`src/rtl/cpu_pkg.sv`:
```
// Shared types for the 8-bit, 4-register CPU: register index/value types and
// the write-back entry carried from execute into the write-back FIFO.
package cpu_pkg;

    localparam int NREGS = 4;
    localparam int REG_W = 8;
    localparam int OPC_W = 4;

    typedef logic [1:0] reg_idx_t;
    typedef logic [7:0] reg_val_t;

    typedef struct packed {
        reg_idx_t idx;
        reg_val_t val;
    } wb_entry_t;

    function automatic logic [NREGS-1:0] idx_onehot(input reg_idx_t idx);
        logic [NREGS-1:0] oh;
        oh      = '0;
        oh[idx] = 1'b1;
        return oh;
    endfunction

endpackage

```
`src/rtl/wb_fifo.sv`:
```
// Result queue between execute and register-file write-back. Entries are
// exported oldest-first (slot 0 = head) together with a matching valid mask.
import cpu_pkg::*;

module wb_fifo #(
    parameter int DEPTH = 2
) (
    input  logic                        clk,
    input  logic                        rst_n,
    input  logic                        push,
    input  wb_entry_t                   din,
    input  logic                        pop,
    output logic                        full,
    output logic                        empty,
    output wb_entry_t [DEPTH-1:0]       entries,
    output logic      [DEPTH-1:0]       valid
);

    localparam int AW = $clog2(DEPTH);

    wb_entry_t [DEPTH-1:0] mem;
    logic [AW:0]           wr_ptr;
    logic [AW:0]           rd_ptr;
    logic [AW:0]           count;

    assign count = wr_ptr - rd_ptr;
    assign empty = (wr_ptr == rd_ptr);
    assign full  = (wr_ptr[AW] != rd_ptr[AW]) && (wr_ptr[AW-1:0] == rd_ptr[AW-1:0]);

    always_ff @(posedge clk or negedge rst_n) begin
        if (!rst_n) begin
            mem    <= '0;
            wr_ptr <= '0;
            rd_ptr <= '0;
        end else begin
            if (push && !full) begin
                mem[wr_ptr[AW-1:0]] <= din;
                wr_ptr              <= wr_ptr + 1'b1;
            end
            if (pop && !empty) begin
                rd_ptr <= rd_ptr + 1'b1;
            end
        end
    end

    // Rotate storage so consumers see entries in age order, head first.
    always_comb begin
        logic [AW-1:0] slot;
        entries = '0;
        valid   = '0;
        slot    = '0;
        for (int k = 0; k < DEPTH; k++) begin
            slot       = rd_ptr[AW-1:0] + AW'(k);
            entries[k] = mem[slot];
            valid[k]   = ((AW+1)'(k) < count);
        end
    end

endmodule

```
`src/rtl/cpu_wb.sv`:
```
// Write-back stage: queues execute results and retires one per enabled cycle
// into the register file. Define WB_BYPASS_EN for a write-through regs view.
import cpu_pkg::*;

module cpu_wb #(
    parameter int DEPTH = 2,
    parameter int CNT_W = 16
) (
    input  logic                          clk,
    input  logic                          rst_n,
    input  logic                          res_valid,
    output logic                          res_ready,
    input  reg_idx_t                      res_dst_idx,
    input  reg_val_t                      res_val,
    input  logic                          wb_en,
    output reg_val_t [0:NREGS-1]          regs,
    output logic     [NREGS-1:0]          pending,
    output logic     [CNT_W-1:0]          retire_cnt
);

    wb_entry_t [DEPTH-1:0] entries;
    logic      [DEPTH-1:0] valid;
    logic                  full;
    logic                  empty;
    logic                  do_push;
    logic                  do_pop;
    wb_entry_t             din;
    reg_val_t [0:NREGS-1]  rf;

    // Ready looks only at occupancy, so there is no path from inputs to ready.
    assign res_ready = !full && rst_n;
    assign do_push   = res_valid && res_ready;
    assign do_pop    = wb_en && !empty;

    assign din.idx = res_dst_idx;
    assign din.val = res_val;

    wb_fifo #(
        .DEPTH (DEPTH)
    ) u_fifo (
        .clk     (clk),
        .rst_n   (rst_n),
        .push    (do_push),
        .din     (din),
        .pop     (do_pop),
        .full    (full),
        .empty   (empty),
        .entries (entries),
        .valid   (valid)
    );

    always_ff @(posedge clk or negedge rst_n) begin
        if (!rst_n) begin
            rf         <= '0;
            retire_cnt <= '0;
        end else if (do_pop) begin
            rf[entries[0].idx] <= entries[0].val;
            retire_cnt         <= retire_cnt + 1'b1;
        end
    end

    always_comb begin
        pending = '0;
        for (int k = 0; k < DEPTH; k++) begin
            if (valid[k]) begin
                pending = pending | idx_onehot(entries[k].idx);
            end
        end
    end

`ifdef WB_BYPASS_EN
    // Walk oldest to youngest so the youngest queued write to a register wins.
    always_comb begin
        regs = rf;
        for (int k = 0; k < DEPTH; k++) begin
            for (int r = 0; r < NREGS; r++) begin
                if (valid[k] && (entries[k].idx == reg_idx_t'(r))) begin
                    regs[r] = entries[k].val;
                end
            end
        end
    end
`else
    assign regs = rf;
`endif

endmodule

```
`config.mk`:
```
export PLATFORM = sky130hd
export DESIGN_NAME = cpu_wb
export DESIGN_NICKNAME = d
export VERILOG_FILES = /design/src/rtl/cpu_pkg.sv /design/src/rtl/wb_fifo.sv /design/src/rtl/cpu_wb.sv
export SDC_FILE = /design/constraint.sdc
export NUM_CORES = 1
export LEC_CHECK = 0
export BUFFER_PORTS_ARGS = -buffer_cell sky130_fd_sc_hd__buf_2
export CORE_ASPECT_RATIO = 1.25
export CORE_MARGIN = 2
export CORE_UTILIZATION = 58
export DETAILED_ROUTE_END_ITERATION = 12
export GPL_ROUTABILITY_DRIVEN = 0
export PLACE_DENSITY = 0.84
export REMOVE_ABC_BUFFERS = 1
export SYNTH_ARGS = -nofsm -noshare
export SYNTH_HDL_FRONTEND = slang
export SYNTH_SLANG_ARGS = --single-unit
```
`constraint.sdc`:
```
create_clock -name clk -period 3.11 [get_ports clk]
set_input_delay 0.1555 -clock clk [delete_from_list [all_inputs] [get_ports clk]]
set_output_delay 0.1555 -clock clk [all_outputs]
set_load 0.03 [all_outputs]
```
==> results.md <==
* Placed Cells at 383
* Nets at 348
* Clock Latency Late Sink at 0.35 ns
* Hold Path Class: in -> reg
* Largest family of logic cells by synthesized area: simple AND/OR/NAND/NOR gates
* CP Capture Point: u_fifo.mem[19]
* Synth unique cells at 35
* Outcome: finished clean
* Clock net sink count at 72
* Syn-to-layout area delta at 19.6%
* Startpoint types: flip-flop
* Crit share post-route at 0.755
* Multiplexer area fraction after synthesis at 0.112
* Reg-to-Reg End: u_fifo.mem[19]
* Drt wl/cell at 15.1 microns
* Crit path time final at 2.35 ns
* H-tree levels at 3
* DRT antenna net count at 0
* Ys Warns at 0
* Critical Path Source: u_fifo.wr_ptr[0]
* Worst vdd ir at 1.21 mV
* IO Pins at 67
* XOR/XNOR Fraction of Synth Area at 0.0650
* Final hold vios at 0
* Drt initial violations at 160
* DR vias at 2177
* CTS tree: built
* Largest net degree at the start of global routing at 74
* Async set-or-reset flop fraction in the synthesized netlist at 1.00
* Share of the yosys chip area belonging to registers at 0.585
* Vias in the first global route at 2090
* Fin. max-slew vios at 0
* R2r startpoint: u_fifo.wr_ptr[0]
* Post-CTS Setup Repair Bufs at 0
* Initial antenna violation count at 0
* Max-cap viol count at 0
* Cell Count, Final, Fillers Out at 399
* Die ar. at 5920 sq um
* CTS Buffer Depth at 2
* Resize count post-CTS at 0
* Core area at 5120 sq um
* Setup CP Type: reg -> reg
* Grt ovf at 0
* Avg Cell Area, Syn at 12.0 sq um
* R2r setup slk at 0.76 ns
* Area post-placement at 3490 sq um
* Syn Inst Count at 257
* Share of layout cells above drive strength 1 at 0.332
* CTS root buffer: clkbuf_8
* Worst Path Max Fanout at 11
* CP Data Required Time at 3.33 ns
* Synth top area share at 0.585
* FMAX at 0.426 GHz
* Horiz. Die Dim at 69.2 microns
* Post-route cell area at 3690 sq um
* Synth Area in Compound Gates at 0.0987
* First-pass GRT wire length at 10100 microns
* Crit end category: flip-flop
* Final hold slack at 0.0547 ns
* Leakage Power at 1.81 nW
* Clock slew at reported path FFs at 0.07 ns
* Synth top area cells: dfrtp_1, mux2_2, o21ai_0
* Fin util at 0.720
* Pwr/cell area at 1240 nW/um^2
* Via-per-instance ratio at 5.46
* Ys flop type: dfrtp_1
* Drt drc at 0
* Top cell type by total area after synthesis: dfrtp_1
* Tot GR Track Use at 0.217
* Die Ht at 85.5 microns
* Core Rows at 29
* Layout filler cell count at 373
* HPWL Detailed at 4210 microns
* RSZ-0062 raised after global routing: no
* Final Setup Violations at 0
* Setup TNS at 0 ns
* Reg2reg path depth at 6
* TritonCTS Buffers at 9
* I/O Buffers at 66
* 1st-pass router iterations at 4
* Wirelength, routed at 6040 microns
* EDFF count, synth at 0
* Synthesized area at 3080 sq um
* Inserted Diodes at 0
* Seq cells post-synth at 72
* Crit path DAT at 2.57 ns
* Post-Synth Adder-Cell Area at 0.00812
* Worst clock skew at 0.0110 ns
* Hold path start: res_val[1]
* Worst-margin pin slew at 0.899 ns
* Max_slew headroom at 0.400
* Synth Area in Simple Gates at 0.113
* Initial Util at 0.602
* Hold Buf Count CTS at 0
## cells in the mapped netlist (3+ instances only)
cell type  number
dfrtp_1        72
nand2_1        34
o21ai_0        27
xnor2_1        15
mux2_2         13
nor2_1         12
a21oi_1        11
mux2_4          8
mux2i_1         8
nand3_1         7
xor2_1          6
inv_1           4
o22ai_1         4
and4_1          3
buf_2           3
nand4_1         3
nor3b_1         3
o221ai_1        3
## layout make-up
type | instances | area (sq um) | share of cell area
multi-input cells | 174 | 1220 | 0.332
flip-flops and latches | 72 | 1800 | 0.489
repair buffers | 71 | 370 | 0.100
inverters | 4 | 15.0 | 0.00407
clock inverters | 5 | 56.3 | 0.0153
well taps | 62 | 77.6 | 0.0210
clock buffers | 11 | 141 | 0.0384
## per-layer routing
| metal | global-route usage | share of wire | up-vias |
|---|---|---|---|
| li1 | - | - | 1059 |
| met1 | 0.290 | 0.44 | 1045 |
| met2 | 0.343 | 0.49 | 65 |
| met3 | 0.0482 | 0.055 | 8 |
| met4 | 0.0963 | 0.016 | 0 |
| met5 | 0 | 0 | - |
## layout by cell type (no fill, tap or decap), types with 6 or more instances in the layout
master | synthesis | layout
nor2_1 | 12 | 12
mux2i_1 | 8 | 8
a21oi_1 | 11 | 11
mux2_2 | 13 | 13
buf_2 | 3 | 65
o21ai_0 | 27 | 27
buf_4 | 1 | 6
nand2_1 | 34 | 34
clkbuf_8 | 0 | 10
mux2_4 | 8 | 8
xor2_1 | 6 | 6
nand3_1 | 7 | 7
dfrtp_1 | 72 | 72
xnor2_1 | 15 | 15
## kinds of logic (layout without fill, tap and decap cells)
family	count (synthesis)	after routing
DFF	72	72
buffers and inverters	11	91
xor gates and xnor gates	22	22
muxes	29	29
AOI/OAI and AO/OA	49	49
and+or+nand+nor	72	72
adders and majority gates	2	2
## report_power, final
part	leakage, nW	switching, W	total [W]	internal (W)
Sequential	0.895	0.000269	0.00160	0.00133
Clock	0.0993	0.000334	0.000725	0.000391
Combinational	0.816	0.00145	0.00223	0.000780
## state kept, by name (all words and copies together), names as in the netlist
name / cells
u_fifo.wr_ptr: 2
regs: 32
u_fifo.mem: 20
retire_cnt: 16
u_fifo.rd_ptr: 2
## worst min-delay path by stage
stage,endpoint,slack [ns],cells after the start
floorplan,regs[0],-0.14,0
global placement,u_fifo.mem[13],0.40,2
detailed placement,u_fifo.mem[17],0.41,2
CTS,u_fifo.mem[15],0.04,2
global route,u_fifo.mem[15],0.04,2
finish,u_fifo.mem[11],0.05,2
## per-stage QoR
step | power [W] | setup WS (ns)
3_5_place_dp | 0.00385 | 0.750
3_3_place_gp | 0.00378 | 0.802
4_1_cts | 0.00459 | 0.744
5_1_grt | 0.00485 | 0.631
2_1_floorplan | 0.00322 | 0.661
6_report | 0.00455 | 0.761
## worst max-delay path, cell delays in order (launching register included)
cell and delay [ns]:
dfrtp_1 0.44, inv_1 0.10, ha_1 0.37, inv_1 0.21, o211ai_4 0.14, nor2_2 0.56
mux2_2 0.40
(Power assumes the default switching activity.)
